## config.mk

```make
export PLATFORM = sky130hd
export DESIGN_NAME = ifu_flat
export DESIGN_NICKNAME = d
export VERILOG_FILES = /design/src/rtl/ifu_pkg.sv /design/src/rtl/ifu_if.sv /design/src/rtl/ifu.sv /design/src/flat_wrapper.sv
export SDC_FILE = /design/constraint.sdc
export NUM_CORES = 1
export LEC_CHECK = 0
export CAP_MARGIN = 10
export CORE_AREA = 3 3 99 138
export DETAILED_ROUTE_END_ITERATION = 8
export DIE_AREA = 0 0 102 141
export DONT_BUFFER_PORTS = 1
export GPL_ROUTABILITY_DRIVEN = 0
export PLACE_DENSITY_LB_ADDON = 0.2
export SLEW_MARGIN = 5
export SYNTH_ARGS = -nofsm -noshare
export SYNTH_HDL_FRONTEND = slang
export SYNTH_SLANG_ARGS = --single-unit
```

## constraint.sdc

```tcl
create_clock -name clk -period 2.1 [get_ports clk]
set_clock_uncertainty 0.1 [all_clocks]
set_input_delay 0.315 -clock clk [delete_from_list [all_inputs] [get_ports clk]]
set_output_delay 0.315 -clock clk [all_outputs]
set_load 0.01 [all_outputs]
```

## src/rtl/ifu_pkg.sv

```systemverilog
// ----------------------------------------------------------------------------
// ifu_pkg: shared types and constants for the LemonPC instruction fetch unit.
//   - ifu_state_e : fetch FSM state encoding (2 bits)
//   - INST_NOP    : instruction presented before the first fetch completes
//   - PC_RESET    : default reset PC
//   - pc_aligned  : word-alignment check (no compressed ISA, so bits [1:0])
// ----------------------------------------------------------------------------
package ifu_pkg;

    typedef enum logic [1:0] {
        StReq   = 2'b00,
        StWait  = 2'b01,
        StHold  = 2'b10,
        StFault = 2'b11
    } ifu_state_e;

    localparam logic [31:0] INST_NOP = 32'h0000_0013;
    localparam logic [63:0] PC_RESET = 64'h0000_0000_8000_0000;
    localparam int unsigned CNT_W    = 8;

    function automatic logic pc_aligned(input logic [63:0] pc);
        return (pc[1:0] == 2'b00);
    endfunction

endpackage

```

## src/rtl/ifu_if.sv

```systemverilog
// ----------------------------------------------------------------------------
// ifu_if: bundle of the fetch unit's instruction-memory port and its
// decode/execute-facing port.
//   imem_req_valid/imem_req_ready/imem_addr : fetch request (valid/ready)
//   imem_resp_valid/imem_resp_data          : fetch response (valid only)
//   inst_valid/inst/pc                      : instruction handed to decode
//   inst_ready/redirect_valid/redirect_pc   : retire and next-PC control
//   fetch_fault                             : sticky fault flag
// Modport master is the fetch unit; slave is the surrounding core/memory.
// ----------------------------------------------------------------------------
interface ifu_if;

    logic        imem_req_valid;
    logic        imem_req_ready;
    logic [63:0] imem_addr;
    logic        imem_resp_valid;
    logic [31:0] imem_resp_data;
    logic        inst_valid;
    logic [31:0] inst;
    logic [63:0] pc;
    logic        inst_ready;
    logic        redirect_valid;
    logic [63:0] redirect_pc;
    logic        fetch_fault;

    modport master (
        output imem_req_valid,
        input  imem_req_ready,
        output imem_addr,
        input  imem_resp_valid,
        input  imem_resp_data,
        output inst_valid,
        output inst,
        output pc,
        input  inst_ready,
        input  redirect_valid,
        input  redirect_pc,
        output fetch_fault
    );

    modport slave (
        input  imem_req_valid,
        output imem_req_ready,
        input  imem_addr,
        output imem_resp_valid,
        output imem_resp_data,
        input  inst_valid,
        input  inst,
        input  pc,
        output inst_ready,
        output redirect_valid,
        output redirect_pc,
        input  fetch_fault
    );

endinterface

```

## src/rtl/ifu.sv

```systemverilog
// ----------------------------------------------------------------------------
// ifu: instruction fetch unit for the single-cycle LemonPC core.
// Owns the architectural PC, issues one word fetch at a time, holds the
// fetched instruction until execute retires it, then advances to pc+4 or
// to the redirect target.
// Ports:
//   clk  : core clock
//   rst  : synchronous, active-high reset
//   bus  : ifu_if.master (imem request/response, decode/execute handshake,
//          sticky fetch_fault)
// Parameters:
//   RESET_PC : PC loaded on reset
//   TIMEOUT  : cycles to wait for an imem response before faulting (1..255)
// ----------------------------------------------------------------------------
module ifu
    import ifu_pkg::*;
#(
    parameter logic [63:0] RESET_PC = PC_RESET,
    parameter int unsigned TIMEOUT  = 16
) (
    input  logic  clk,
    input  logic  rst,
    ifu_if.master bus
);

    localparam logic [CNT_W-1:0] CNT_LAST = CNT_W'(TIMEOUT - 1);
    localparam logic [CNT_W-1:0] CNT_MAX  = {CNT_W{1'b1}};

    ifu_state_e       r_state,      w_state_nxt;
    logic [63:0]      r_pc,         w_pc_nxt;
    logic [31:0]      r_inst,       w_inst_nxt;
    logic             r_inst_valid, w_inst_valid_nxt;
    logic [CNT_W-1:0] r_cnt,        w_cnt_nxt;
    logic             w_pc_ok;

    assign w_pc_ok = pc_aligned(r_pc);

    always_ff @(posedge clk) begin
        if (rst) begin
            r_state      <= StReq;
            r_pc         <= RESET_PC;
            r_inst       <= INST_NOP;
            r_inst_valid <= 1'b0;
            r_cnt        <= '0;
        end else begin
            r_state      <= w_state_nxt;
            r_pc         <= w_pc_nxt;
            r_inst       <= w_inst_nxt;
            r_inst_valid <= w_inst_valid_nxt;
            r_cnt        <= w_cnt_nxt;
        end
    end

    always_comb begin
        w_state_nxt      = r_state;
        w_pc_nxt         = r_pc;
        w_inst_nxt       = r_inst;
        w_inst_valid_nxt = r_inst_valid;
        w_cnt_nxt        = r_cnt;

        case (r_state)
            StReq: begin
                // A misaligned PC (reset value or redirect target) never
                // reaches memory; it parks in the fault state for debug.
                if (!w_pc_ok) begin
                    w_state_nxt = StFault;
                end else if (bus.imem_req_ready) begin
                    w_state_nxt = StWait;
                    w_cnt_nxt   = '0;
                end
            end
            StWait: begin
                if (r_cnt != CNT_MAX) begin
                    w_cnt_nxt = r_cnt + 1'b1;
                end
                // A response landing on the last allowed cycle still wins.
                if (bus.imem_resp_valid) begin
                    w_inst_nxt       = bus.imem_resp_data;
                    w_inst_valid_nxt = 1'b1;
                    w_state_nxt      = StHold;
                end else if (r_cnt == CNT_LAST) begin
                    w_state_nxt = StFault;
                end
            end
            StHold: begin
                if (bus.inst_ready) begin
                    w_pc_nxt         = bus.redirect_valid ? bus.redirect_pc : r_pc + 64'd4;
                    w_inst_valid_nxt = 1'b0;
                    w_state_nxt      = StReq;
                end
            end
            StFault: begin
                w_inst_valid_nxt = 1'b0;
            end
            default: begin
                w_state_nxt = StFault;
            end
        endcase
    end

    assign bus.imem_req_valid = (r_state == StReq) && w_pc_ok;
    assign bus.imem_addr      = r_pc;
    assign bus.inst_valid     = r_inst_valid;
    assign bus.inst           = r_inst;
    assign bus.pc             = r_pc;
    assign bus.fetch_fault    = (r_state == StFault);

endmodule

```

## src/flat_wrapper.sv

```systemverilog
// flat-port wrapper written by rule: the top's interface ports become plain ports
module ifu_flat import ifu_pkg::*;
#(
    parameter logic [63:0] RESET_PC = PC_RESET,
    parameter int unsigned TIMEOUT  = 16
)
  (clk, rst, bus_imem_req_valid, bus_imem_req_ready, bus_imem_addr, bus_imem_resp_valid, bus_imem_resp_data, bus_inst_valid, bus_inst, bus_pc, bus_inst_ready, bus_redirect_valid, bus_redirect_pc, bus_fetch_fault);
  ifu_if bus_i ();
  input  logic clk;
  input  logic rst;
  output wire logic [$bits(bus_i.imem_req_valid)-1:0] bus_imem_req_valid;
  input wire logic [$bits(bus_i.imem_req_ready)-1:0] bus_imem_req_ready;
  output wire logic [$bits(bus_i.imem_addr)-1:0] bus_imem_addr;
  input wire logic [$bits(bus_i.imem_resp_valid)-1:0] bus_imem_resp_valid;
  input wire logic [$bits(bus_i.imem_resp_data)-1:0] bus_imem_resp_data;
  output wire logic [$bits(bus_i.inst_valid)-1:0] bus_inst_valid;
  output wire logic [$bits(bus_i.inst)-1:0] bus_inst;
  output wire logic [$bits(bus_i.pc)-1:0] bus_pc;
  input wire logic [$bits(bus_i.inst_ready)-1:0] bus_inst_ready;
  input wire logic [$bits(bus_i.redirect_valid)-1:0] bus_redirect_valid;
  input wire logic [$bits(bus_i.redirect_pc)-1:0] bus_redirect_pc;
  output wire logic [$bits(bus_i.fetch_fault)-1:0] bus_fetch_fault;
  assign bus_imem_req_valid = bus_i.imem_req_valid;
  assign bus_i.imem_req_ready = bus_imem_req_ready;
  assign bus_imem_addr = bus_i.imem_addr;
  assign bus_i.imem_resp_valid = bus_imem_resp_valid;
  assign bus_i.imem_resp_data = bus_imem_resp_data;
  assign bus_inst_valid = bus_i.inst_valid;
  assign bus_inst = bus_i.inst;
  assign bus_pc = bus_i.pc;
  assign bus_i.inst_ready = bus_inst_ready;
  assign bus_i.redirect_valid = bus_redirect_valid;
  assign bus_i.redirect_pc = bus_redirect_pc;
  assign bus_fetch_fault = bus_i.fetch_fault;
  ifu #(.RESET_PC(RESET_PC), .TIMEOUT(TIMEOUT)) u_core (.clk(clk), .rst(rst), .bus(bus_i));
endmodule
```

==> impl_results.html <==
<table>
<tr><th>Metric</th><th>Value</th></tr>
<tr><th colspan="2">GRT</th></tr>
<tr><td>Met3 Usage GRT</td><td>between 7 and 8%</td></tr>
<tr><td>Vias in the first global route</td><td>approximately 7000</td></tr>
<tr><td>Total Routing Usage GR</td><td>between 30 and 40%</td></tr>
<tr><td>Met2 track demand over resource in global routing</td><td>between 50% and 60%</td></tr>
<tr><td>Global-route wire length before repair</td><td>approximately 35000 um</td></tr>
<tr><td>GRT overflow</td><td>0</td></tr>
<tr><td>Met1 Track Usage GR</td><td>31.97%</td></tr>
<tr><td>Highest-utilization routing layer at the global route stage</td><td>met2</td></tr>
<tr><td>Antenna violations before repair</td><td>0</td></tr>
<tr><td>Largest net degree at the start of global routing</td><td>~120</td></tr>
<tr><th colspan="2">Clock tree</th></tr>
<tr><td>H-tree depth</td><td>3</td></tr>
<tr><td>CTS Hold Bufs</td><td>3</td></tr>
<tr><td>TritonCTS clock tree</td><td>done</td></tr>
<tr><td>Longest Clk Path Bufs</td><td>2</td></tr>
<tr><td>Clock insertion delay at the later pin of the skew report</td><td>between 300 and 400 ps</td></tr>
<tr><td>Clock tree sinks</td><td>between 100 and 150</td></tr>
<tr><td>Clock Root Buffer</td><td>sky130_fd_sc_hd__clkbuf_16</td></tr>
<tr><td>Cts bufs inserted</td><td>9</td></tr>
<tr><td>Clock transition at the register clock pins on the worst setup and hold paths after CTS</td><td>around 80 ps</td></tr>
<tr><th colspan="2">Final layout</th></tr>
<tr><td>Post-Route Utilization</td><td>between 60 and 70%</td></tr>
<tr><td>Most common cell after layout, fill and taps aside</td><td>sky130_fd_sc_hd__nand2_1</td></tr>
<tr><td>Most used cells in the layout excluding fill and tap cells</td><td>sky130_fd_sc_hd__nand2_1, sky130_fd_sc_hd__buf_4, sky130_fd_sc_hd__dfxtp_1</td></tr>
<tr><td>Post-layout instance area</td><td>roughly 8000 um^2</td></tr>
<tr><td>Register area</td><td>approximately 2200 um^2</td></tr>
<tr><td>Diodes inserted</td><td>0</td></tr>
<tr><td>Area used by multi-input combinational logic</td><td>4050 um^2</td></tr>
<tr><td>Synth-to-layout area growth</td><td>21.53%</td></tr>
<tr><td>Number of nets in the layout</td><td>1056</td></tr>
<tr><td>Finished Layout Cells</td><td>1101</td></tr>
<tr><td>Fillers</td><td>around 1100</td></tr>
<tr><td>Share of layout cells above drive strength 1</td><td>between 20% and 30%</td></tr>
<tr><th colspan="2">Worst hold path</th></tr>
<tr><td>Hold WC Path Type</td><td>input pin to flop</td></tr>
<tr><th colspan="2">STA</th></tr>
<tr><td>Final-layout worst hold slack</td><td>-76.90 ps</td></tr>
<tr><td>Worst max-slew margin expressed relative to the limit</td><td>around 64%</td></tr>
<tr><td>Final critical-path share of the clock period</td><td>102.2%</td></tr>
<tr><td>Number of endpoints failing setup at the final stage</td><td>9</td></tr>
<tr><td>Number of endpoints with negative hold slack in the final report</td><td>83</td></tr>
<tr><td>Transition time at the pin with the least slew margin</td><td>538.2 ps</td></tr>
<tr><td>Final max-slew violation count</td><td>0</td></tr>
<tr><td>Time the final worst path needs with I/O delays and setup</td><td>around 2100 ps</td></tr>
<tr><td>Final setup margin</td><td>-46.21 ps</td></tr>
<tr><td>RSZ-0062 raised after global routing</td><td>yes</td></tr>
<tr><td>Fmax achieved</td><td>465.9 MHz</td></tr>
<tr><th colspan="2">Die</th></tr>
<tr><td>Core Rows</td><td>48</td></tr>
<tr><td>Overall die area</td><td>roughly 14000 um^2</td></tr>
<tr><td>Starting density of the core</td><td>~53%</td></tr>
<tr><td>Die extent in x</td><td>between 100 and 150 um</td></tr>
<tr><td>Boundary Pins</td><td>265</td></tr>
<tr><td>Die Y</td><td>roughly 140 um</td></tr>
<tr><td>Total core area</td><td>12490 um^2</td></tr>
<tr><th colspan="2">Synthesis</th></tr>
<tr><td>Compound-cell area share of the yosys netlist</td><td>20.37%</td></tr>
<tr><td>Number of distinct standard cells referenced by the synthesized netlist</td><td>63</td></tr>
<tr><td>Synthesis-stage register bit count</td><td>around 110</td></tr>
<tr><td>Post-Syn Instances</td><td>roughly 900</td></tr>
<tr><td>Yosys warning count</td><td>0</td></tr>
<tr><td>Total nets after synthesis</td><td>a little over 1000</td></tr>
<tr><td>Post-synth EDFFs</td><td>0</td></tr>
<tr><td>Prevailing post-synth register cell</td><td>sky130_fd_sc_hd__dfxtp_1</td></tr>
<tr><td>Post-Synthesis Mean Instance Area</td><td>~7.3 um^2</td></tr>
<tr><td>Dominant combinational cell family by area after synthesis</td><td>simple AND/OR/NAND/NOR gates</td></tr>
<tr><td>Post-synthesis instance area</td><td>~6600 um^2</td></tr>
<tr><td>Sequential area share after synthesis</td><td>between 30% and 40%</td></tr>
<tr><td>Portion of netlist area occupied by mux cells</td><td>2.149%</td></tr>
<tr><td>Proportion of synthesized flip-flops having asynchronous set or reset</td><td>0%</td></tr>
<tr><td>Synth Area in Simple Gates</td><td>between 30% and 40%</td></tr>
<tr><td>Area share of xor/xnor cells in the synthesized design</td><td>less than 1%</td></tr>
<tr><td>Share of synthesized cell area in full adder, half adder and majority cells</td><td>around 1.5%</td></tr>
<tr><th colspan="2">Critical path</th></tr>
<tr><td>Count of buffer and inverter cells on the critical path</td><td>1</td></tr>
<tr><td>Kind of start point of the critical path</td><td>flop</td></tr>
<tr><td>Required time worst endpoint</td><td>2280 ps</td></tr>
<tr><td>Data arrival time at the worst-slack endpoint</td><td>roughly 2300 ps</td></tr>
<tr><td>CP Capture Type</td><td>flop</td></tr>
<tr><td>Dominant delay contributor by cell family on the critical path</td><td>simple AND/OR/NAND/NOR gates</td></tr>
<tr><td>Critical path cell sequence</td><td>buf_4 -&gt; nand4_1 -&gt; nor4_4 -&gt; nand4_1 -&gt; nand2b_4 -&gt; or4_1 -&gt; o211ai_1</td></tr>
<tr><td>Type of the worst setup path</td><td>flop to flop</td></tr>
<tr><td>Delay contributed by the slowest stage of the critical path</td><td>between 400 and 500 ps</td></tr>
<tr><td>Crit path max-delay cell type</td><td>sky130_fd_sc_hd__or4_1</td></tr>
<tr><td>Most frequent cell on the critical path</td><td>sky130_fd_sc_hd__nand4_1</td></tr>
<tr><td>Largest driver fanout on the critical path</td><td>4</td></tr>
<tr><th colspan="2">Route</th></tr>
<tr><td>Number of vias after detailed routing</td><td>~7000</td></tr>
<tr><td>Per-cell via count in the routed design</td><td>6.533</td></tr>
<tr><td>Wire length after detailed routing</td><td>around 24000 um</td></tr>
<tr><td>Number of nets with antenna violations after routing</td><td>0</td></tr>
<tr><td>Number of search-and-repair iterations in the first detailed-routing pass</td><td>5</td></tr>
<tr><td>First DRT Iteration DRCs</td><td>between 500 and 600</td></tr>
<tr><td>DRC viols</td><td>0</td></tr>
<tr><td>Average detailed-routed wire length per instance</td><td>21.48 um</td></tr>
<tr><th colspan="2">Place</th></tr>
<tr><td>Number of I/O port buffers</td><td>0</td></tr>
<tr><td>Placed inst area</td><td>7206 um^2</td></tr>
<tr><td>Cell Count Post-Placement</td><td>between 1000 and 1500</td></tr>
<tr><td>Half-perimeter wire length after detailed placement</td><td>approximately 17000 um</td></tr>
<tr><th colspan="2">Power and ir drop</th></tr>
<tr><td>Power per cell area</td><td>~700 nW/um^2</td></tr>
<tr><td>Worst-case vdd ir drop</td><td>0.3816 mV</td></tr>
<tr><td>Total power</td><td>between 5000 and 6000 uW</td></tr>
<tr><td>LEAKAGE</td><td>just under 0.003 uW</td></tr>
<tr><th colspan="2">Run status</th></tr>
<tr><td>Violations in the final reports</td><td>hold timing, setup timing</td></tr>
<tr><td>Result of the run</td><td>complete, but fails checks</td></tr>
<tr><th colspan="2">Job</th></tr>
<tr><td>Max-cap violation count</td><td>0</td></tr>
</table>
-- path summary, 6_finish.rpt --
kind | from | endpoint | slack, ps | cells past startpoint
setup / recovery | u_core.bus.imem_addr[11] | u_core.bus.imem_addr[61] | -50 | 7
hold / removal | rst | u_core.bus.inst[14] | -80 | 1
setup reg to reg | u_core.bus.imem_addr[11] | u_core.bus.imem_addr[61] | -50 | 7
hold reg to reg | u_core.r_cnt[0] | u_core.r_cnt[0] | 400 | 2
-- report_power, final --
group | leakage [uW] | internal [uW] | switching [uW]
Clock | 0.000136 | 828 | 848
Sequential | 0.000877 | 2240 | 222
Combinational | 0.00192 | 648 | 983
Total | 0.00293 | 3710 | 2050
-- synthesized netlist by cell type, types with 8 or more instances --
master / count / area (um^2)
sky130_fd_sc_hd__nor2b_1: 9 / 56.30
sky130_fd_sc_hd__nor4_1: 16 / 100.1
sky130_fd_sc_hd__a21oi_1: 91 / 455.4
sky130_fd_sc_hd__nand3_1: 45 / 225.2
sky130_fd_sc_hd__o21ai_0: 31 / 155.2
sky130_fd_sc_hd__ha_1: 8 / 100.1
sky130_fd_sc_hd__nand2_1: 154 / 578.1
sky130_fd_sc_hd__buf_4: 64 / 480.5
sky130_fd_sc_hd__nor2_1: 68 / 255.2
sky130_fd_sc_hd__clkbuf_1: 45 / 168.9
sky130_fd_sc_hd__nand4_1: 29 / 181.4
sky130_fd_sc_hd__and3_1: 29 / 181.4
sky130_fd_sc_hd__a22oi_1: 12 / 90.09
sky130_fd_sc_hd__a31oi_1: 21 / 131.4
sky130_fd_sc_hd__dfxtp_1: 107 / 2142
sky130_fd_sc_hd__nor3_1: 26 / 130.1
sky130_fd_sc_hd__mux2i_1: 13 / 130.1
sky130_fd_sc_hd__inv_1: 11 / 41.29
sky130_fd_sc_hd__o31ai_1: 14 / 105.1
-- final cells by class --
class	instances	share of cell area [%]
sequential	107	27.26
timing repair buffer	152	15.54
multi-input combinational	663	50.66
clock inverter	7	0.7668
tap	150	2.347
inverter	13	0.6103
clock buffer	9	2.817
-- per-stage QoR --
step / setup WS, ps / TNS (ps)
detailed placement: -85.52 / -582.3
global route: -141.2 / -1748
floorplan: -66.45 / -116.2
CTS: -52.43 / -79.61
global placement: -108.9 / -112.7
finish: -46.21 / -147.5
-- metal layers --
layer	up-vias	part of all wire (%)
met5	-	0
met4	0	4.9
met1	3404	35
met3	87	9.0
li1	3289	-
met2	413	51
-- cells by family after synthesis --
logic type	Yosys count
buffers and inverters	134
and+or+nand+nor	417
xor gates and xnor gates	5
muxes	14
adders and majority gates	8
DFF	107
AOI/OAI and AO/OA	219
-- flip-flops by register name, indices dropped and copies added (netlist names) --
signal	cells
u_core.r_cnt	8
u_core.bus.inst	32
u_core.bus.inst_valid	1
u_core.bus.imem_addr	64
u_core.r_state	2
-- what timing repair did --
item                       in CTS  in global routing
hold endpoints to repair       94                 89
gates cloned                    0                  1
setup buffers                   4                  6
gates resized for setup        13                 74
setup endpoints to repair      20                 47
pin swaps                       4                 32
-- worst reg2reg max path: stages, from the launching register on --
cell and delay (ps):
sky130_fd_sc_hd__dfxtp_4 380, sky130_fd_sc_hd__buf_4 120, sky130_fd_sc_hd__nand4_1 160, sky130_fd_sc_hd__nor4_4 370, sky130_fd_sc_hd__nand4_1 230, sky130_fd_sc_hd__nand2b_4 200, sky130_fd_sc_hd__or4_1 410, sky130_fd_sc_hd__o211ai_1 100
Power figures use the tool's default switching activity.
